File: config.mk
export PLATFORM = sky130hd
export DESIGN_NAME = alu_result_buffer_flat
export DESIGN_NICKNAME = d
export VERILOG_FILES = /design/src/rtl/alu_result_buffer_if.sv /design/src/rtl/alu_result_buffer.sv /design/src/flat_wrapper.sv
export SDC_FILE = /design/constraint.sdc
export NUM_CORES = 1
export LEC_CHECK = 0
export ABC_AREA = 1
export CAP_MARGIN = 40
export CORE_MARGIN = 1
export CORE_UTILIZATION = 68
export DETAILED_ROUTE_END_ITERATION = 6
export DONT_BUFFER_PORTS = 1
export GPL_ROUTABILITY_DRIVEN = 0
export PLACE_DENSITY = 0.95
export REMOVE_ABC_BUFFERS = 1
export SYNTH_ARGS = -nofsm -noshare
export SYNTH_HDL_FRONTEND = slang
export SYNTH_SLANG_ARGS = --single-unit
File: constraint.sdc
create_clock -name clock -period 6.6 [get_ports clock]
set_input_delay 1.32 -clock clock [delete_from_list [all_inputs] [get_ports clock]]
set_output_delay 1.32 -clock clock [all_outputs]
set_load 0.01 [all_outputs]
File: src/rtl/alu_result_buffer_if.sv
// ---------------------------------------------------------------------------
// alu_result_buffer_if
// Handshake and data bundle between the ALU result producer, the result
// buffer and the writeback/bus consumer.
//   in_valid/in_ready            : producer -> buffer handshake
//   in_zlow/in_zhigh/in_wide     : ALU result words and double-width flag
//   out_valid/out_ready          : buffer -> consumer handshake
//   out_zlow/out_zhigh/out_wide  : head entry data
//   out_zero/out_neg             : head entry flags captured at push time
//   count                        : number of occupied entries
// modport master : the producer/consumer side (drives in_* and out_ready)
// modport slave  : the buffer itself
// ---------------------------------------------------------------------------
interface alu_result_buffer_if #(
    parameter int DATA_WIDTH = 32,
    parameter int DEPTH      = 2
);
    localparam int CNT_W = $clog2(DEPTH) + 1;

    logic                  in_valid;
    logic                  in_ready;
    logic [DATA_WIDTH-1:0] in_zlow;
    logic [DATA_WIDTH-1:0] in_zhigh;
    logic                  in_wide;
    logic                  out_valid;
    logic                  out_ready;
    logic [DATA_WIDTH-1:0] out_zlow;
    logic [DATA_WIDTH-1:0] out_zhigh;
    logic                  out_wide;
    logic                  out_zero;
    logic                  out_neg;
    logic [CNT_W-1:0]      count;

    modport master (
        output in_valid, in_zlow, in_zhigh, in_wide, out_ready,
        input  in_ready, out_valid, out_zlow, out_zhigh, out_wide,
               out_zero, out_neg, count
    );

    modport slave (
        input  in_valid, in_zlow, in_zhigh, in_wide, out_ready,
        output in_ready, out_valid, out_zlow, out_zhigh, out_wide,
               out_zero, out_neg, count
    );
endinterface

File: src/rtl/alu_result_buffer.sv
// ---------------------------------------------------------------------------
// alu_result_buffer
// Registered FIFO stage behind the combinational ALU units. Each accepted
// result is stored with its zero/negative flags, and the oldest entry is
// presented to the writeback side. Breaks the timing path at the ALU output.
// Ports:
//   clock : rising-edge clock
//   clear : asynchronous active-high reset (empties the buffer)
//   flush : synchronous discard of all entries, overrides push/pop
//   bus   : alu_result_buffer_if.slave (handshakes, data, flags, count)
// ---------------------------------------------------------------------------
module alu_result_buffer #(
    parameter int DATA_WIDTH = 32,
    parameter int DEPTH      = 2
) (
    input  logic                  clock,
    input  logic                  clear,
    input  logic                  flush,
    alu_result_buffer_if.slave    bus
);
    localparam int PTR_W = $clog2(DEPTH);
    localparam int CNT_W = $clog2(DEPTH) + 1;

    logic [PTR_W-1:0]      rd_ptr;
    logic [PTR_W-1:0]      wr_ptr;
    logic [CNT_W-1:0]      cnt;

    // Storage is not reset: only the control state decides what is visible.
    logic [DATA_WIDTH-1:0] zlow_mem  [DEPTH];
    logic [DATA_WIDTH-1:0] zhigh_mem [DEPTH];
    logic                  wide_mem  [DEPTH];
    logic                  zero_mem  [DEPTH];
    logic                  neg_mem   [DEPTH];

    logic                  push;
    logic                  pop;

    // Zero over the full result: the high word only counts for wide results.
    function automatic logic flag_zero(input logic [DATA_WIDTH-1:0] zl,
                                       input logic [DATA_WIDTH-1:0] zh,
                                       input logic                  wide);
        return (zl == '0) && (!wide || (zh == '0));
    endfunction

    // Sign bit of the most significant word actually produced.
    function automatic logic flag_neg(input logic [DATA_WIDTH-1:0] zl,
                                      input logic [DATA_WIDTH-1:0] zh,
                                      input logic                  wide);
        return wide ? zh[DATA_WIDTH-1] : zl[DATA_WIDTH-1];
    endfunction

    // in_ready depends only on registered occupancy, never on out_ready.
    assign bus.in_ready  = (cnt != CNT_W'(DEPTH));
    assign bus.out_valid = (cnt != '0);
    assign bus.count     = cnt;

    assign push = bus.in_valid  & bus.in_ready;
    assign pop  = bus.out_valid & bus.out_ready;

    // Head entry is gated to zero when empty so outputs read as reset values
    // straight after clear, independent of the uninitialised storage.
    assign bus.out_zlow  = bus.out_valid ? zlow_mem[rd_ptr]  : '0;
    assign bus.out_zhigh = bus.out_valid ? zhigh_mem[rd_ptr] : '0;
    assign bus.out_wide  = bus.out_valid & wide_mem[rd_ptr];
    assign bus.out_zero  = bus.out_valid & zero_mem[rd_ptr];
    assign bus.out_neg   = bus.out_valid & neg_mem[rd_ptr];

    // ---- capture stage: result and flags written into the tail slot ----
    always_ff @(posedge clock) begin
        if (push && !flush) begin
            zlow_mem[wr_ptr]  <= bus.in_zlow;
            zhigh_mem[wr_ptr] <= bus.in_wide ? bus.in_zhigh : '0;
            wide_mem[wr_ptr]  <= bus.in_wide;
            zero_mem[wr_ptr]  <= flag_zero(bus.in_zlow, bus.in_zhigh, bus.in_wide);
            neg_mem[wr_ptr]   <= flag_neg(bus.in_zlow, bus.in_zhigh, bus.in_wide);
        end
    end

    // ---- control stage: pointers wrap naturally (DEPTH is a power of two);
    //      full/empty come from cnt, not pointer equality ----
    always_ff @(posedge clock or posedge clear) begin
        if (clear) begin
            rd_ptr <= '0;
            wr_ptr <= '0;
            cnt    <= '0;
        end else if (flush) begin
            rd_ptr <= '0;
            wr_ptr <= '0;
            cnt    <= '0;
        end else begin
            if (push) wr_ptr <= wr_ptr + PTR_W'(1);
            if (pop)  rd_ptr <= rd_ptr + PTR_W'(1);
            case ({push, pop})
                2'b10:   cnt <= cnt + CNT_W'(1);
                2'b01:   cnt <= cnt - CNT_W'(1);
                default: cnt <= cnt;
            endcase
        end
    end
endmodule

File: src/flat_wrapper.sv
// flat-port wrapper written by rule: the top's interface ports become plain ports
module alu_result_buffer_flat 
#(
    parameter int DATA_WIDTH = 32,
    parameter int DEPTH      = 2
)
  (clock, clear, flush, bus_in_valid, bus_in_zlow, bus_in_zhigh, bus_in_wide, bus_out_ready, bus_in_ready, bus_out_valid, bus_out_zlow, bus_out_zhigh, bus_out_wide, bus_out_zero, bus_out_neg, bus_count);
  alu_result_buffer_if #(.DATA_WIDTH(DATA_WIDTH), .DEPTH(DEPTH)) bus_i ();
  input  logic clock;
  input  logic clear;
  input  logic flush;
  input wire logic [$bits(bus_i.in_valid)-1:0] bus_in_valid;
  input wire logic [$bits(bus_i.in_zlow)-1:0] bus_in_zlow;
  input wire logic [$bits(bus_i.in_zhigh)-1:0] bus_in_zhigh;
  input wire logic [$bits(bus_i.in_wide)-1:0] bus_in_wide;
  input wire logic [$bits(bus_i.out_ready)-1:0] bus_out_ready;
  output wire logic [$bits(bus_i.in_ready)-1:0] bus_in_ready;
  output wire logic [$bits(bus_i.out_valid)-1:0] bus_out_valid;
  output wire logic [$bits(bus_i.out_zlow)-1:0] bus_out_zlow;
  output wire logic [$bits(bus_i.out_zhigh)-1:0] bus_out_zhigh;
  output wire logic [$bits(bus_i.out_wide)-1:0] bus_out_wide;
  output wire logic [$bits(bus_i.out_zero)-1:0] bus_out_zero;
  output wire logic [$bits(bus_i.out_neg)-1:0] bus_out_neg;
  output wire logic [$bits(bus_i.count)-1:0] bus_count;
  assign bus_i.in_valid = bus_in_valid;
  assign bus_i.in_zlow = bus_in_zlow;
  assign bus_i.in_zhigh = bus_in_zhigh;
  assign bus_i.in_wide = bus_in_wide;
  assign bus_i.out_ready = bus_out_ready;
  assign bus_in_ready = bus_i.in_ready;
  assign bus_out_valid = bus_i.out_valid;
  assign bus_out_zlow = bus_i.out_zlow;
  assign bus_out_zhigh = bus_i.out_zhigh;
  assign bus_out_wide = bus_i.out_wide;
  assign bus_out_zero = bus_i.out_zero;
  assign bus_out_neg = bus_i.out_neg;
  assign bus_count = bus_i.count;
  alu_result_buffer #(.DATA_WIDTH(DATA_WIDTH), .DEPTH(DEPTH)) u_core (.clock(clock), .clear(clear), .flush(flush), .bus(bus_i));
endmodule
==> reports/qor.yml <==
timing:
  min_period_ps: 3370
  tightest_slew_ps: 837
  rsz0062_at_grt: "no"
  slew_viol_final: 0
  tns_ps: 0
  fin_skew_ps: 5.16
  fin_crit_sh_pct: 51.1
  whs_ps: 568
  setup_viol: 0
  relSlewSlack_pct: 44.1
  finalHoldViolCount: 0
  fmax_mhz: 297
logic_synthesis:
  synth_cell_types: 21
  synthTopCellsByArea: "edfxtp_1 70%, nand2_1 12%, a21oi_1 5.0%, nor2_1 2.8%, inv_1 2.4%"
  synth-edff-count: 134
  ys_seq_area_share_pct: 71.2
  netlist_area_mm2: 0.00579
  async_flop_share_pct: 2.90
  synth_seq_cells: 138
  syn_avg_cell_area_um2: 11.1
  synthTopCellsByCount: "184 x nand2_1, 134 x edfxtp_1, 58 x a21oi_1, 43 x nor2_1, 37 x inv_1"
  syn_inst: 520
  synth_top_area_share_pct: 69.5
  synth_warnings: 0
  yosysMostFrequentCell: "nand2_1"
  synth-main-ff-cell: "edfxtp_1"
  synth.largest_area_cell: "edfxtp_1"
setup_path:
  rrSetupSlack_ps: 3920
  ff2ff_path_depth: 7
  path_max_fanout: 69
  crit_start: "u_core.bus.count[1]"
  worstReg2RegStart: "u_core.bus.count[0]"
  critPathKind: "flop to output port"
  startpoint_type: "flop"
  worstPathArrival_ps: 2050
  crit_required_ps: 5280
  regToRegEndpoint: "u_core.zhigh_mem[0][14]"
  endpoint_kind: "output port"
floorplan:
  die-area_mm2: 0.00888
  ioPinCount: 141
  core_mm2: 0.00822
  fp.dieH_um: 94.3
  rows: 33
  initial_core_util_pct: 70.4
  dieWidth_um: 94.3
clock_network:
  cts.path.max_buffers: 2
  tritoncts: "done"
  hold_buffers: 0
  clock-sinks: 138
  cts_resized: 0
  h-tree-depth: 4
  postCtsSetupRepairBufs: 0
  cts_buffers: 17
  root_buffer: "clkbuf_8"
  clkSlewWorstSetupHoldPaths_ps: 60
  clk_latency_ps: 500
global_route:
  grt_pass1_wl_um: 16300
  grt_overflow_total: 0
  grt_pass1_vias: 3471
  antenna_found_initial: 0
  groute.usage.overall_pct: 25.4
  grt_max_degree: 70
placed_design:
  io_buffer_count: 0
  dpl.hpwl_um: 6630
drt:
  drt_wl_total_um: 10800
  ant_nets: 0
  drc: 0
  wl_per_cell_um: 16.9
  vias: 3640
  via_per_inst: 5.72
  first_iter_violations: 236
  first_pass_iters: 6
cells_and_area:
  final_nets: 588
  synthToLayoutAreaGrowth_pct: 10.6
  drive_above_1_share_pct: 11.1
  antenna_cells: 0
pwr:
  pwr_density_cell_mw_per_mm2: 395
  p_total_w: 0.00253
  max-vdd-ir-drop_uv: 217
  p_leak_nw: 2.48
hold_path:
  hp-class: "flop to flop"
  hp-start: "u_core.wr_ptr"
  holdPathStages: 1
  min_to: "u_core.wr_ptr"
run_status:
  outcome: "complete, no violations"
flow_run:
  maxCapViolCount: 0
placed cells by master (no fill, tap or decap):
master      synthesis  routed
buf_4               2       4
nand3_2             1       1
o21ai_1             2       2
edfxtp_1          134     134
clkinv_4            0       5
xor2_1              1       1
buf_12              0       1
nand4_1             6       6
nand2_2             4       4
clkinv_2            0       2
bufinv_16           0       2
inv_1              37      37
dfrtp_1             4       3
nor2_4              1       3
clkbuf_1            7       2
nand3_1             3       3
clkinvlp_4          0       2
inv_2               4       4
nand2_1           184     184
o21ai_0             1       1
clkbuf_16           0      16
a21oi_2            10      10
a21oi_1            58      58
inv_6               0       2
nor2_1             43      41
nor2_2              1       1
dfrtp_2             0       1
clkbuf_8            0       1
area by class of cell:
type | count | area [um^2]
multi-input cells | 315 | 1370
repair buffers | 5 | 50.0
clock buffers | 19 | 422
fillers | 467 | 1810
flip-flops and latches | 138 | 4130
inverters | 41 | 154
well taps | 105 | 131
clock inverters | 13 | 146
critical path, cell delays in order (launching register included):
cell and delay [ps]:
dfrtp_1 500, nor2_4 140, buf_4 610, a21oi_1 230
metrics by stage:
step | instance area, um^2 | std cells | setup WS, ps | utilization (%)
after floorplan | 5640 | 494 | 1740 | -
after global placement | 5810 | 603 | 3330 | 70.8
after detailed placement | 5830 | 604 | 3260 | 71.0
after CTS | 6400 | 636 | 3240 | 77.9
after global routing | 6400 | 636 | 3120 | 77.9
final | 6400 | 636 | 3230 | 77.9
how the worst max path moves through the flow:
| stage | end | slack (ps) |
|---|---|---|
| 2_1_floorplan | u_core.neg_mem[0] | 1740 |
| 3_3_place_gp | u_core.zlow_mem[0][3] | 3330 |
| 3_5_place_dp | u_core.zhigh_mem[1][20] | 3260 |
| 4_1_cts | bus_out_zhigh[7] | 3240 |
| 5_1_grt | bus_out_zhigh[8] | 3120 |
| 6_report | bus_out_zhigh[8] | 3230 |
flip-flops by register name, summed over array words and instances, names as in the netlist:
signal,flops
u_core.bus.count,2
u_core.wide_mem,2
u_core.zlow_mem,64
u_core.zhigh_mem,64
u_core.neg_mem,2
u_core.zero_mem,2
u_core.wr_ptr,1
u_core.rd_ptr,1
routing by layer:
| layer | GRT usage (%) | up-vias | routed length, um |
|---|---|---|---|
| met1 | 29.1 | 1690 | 3910 |
| met2 | 42.5 | 205 | 5520 |
| met4 | 11.4 | 0 | 162 |
| li1 | - | 1728 | - |
| met3 | 9.39 | 17 | 1170 |
| met5 | 0 | - | 0 |
where the power goes:
| group | total (W) | switching [W] | internal, W |
|---|---|---|---|
| sequential | 0.00109 | 0.0000336 | 0.00105 |
| clock | 0.000896 | 0.000355 | 0.000541 |
| combinational | 0.000550 | 0.000433 | 0.000117 |
cell families after synthesis:
logic type	Yosys count	share of synthesized area, %
DFF	138	71.2
xor gates and xnor gates	1	0.151
and+or+nand+nor	243	16.5
buffers and inverters	67	5.27
AOI/OAI and AO/OA	71	6.79
Note: power is estimated with default switching activity, not from simulation.
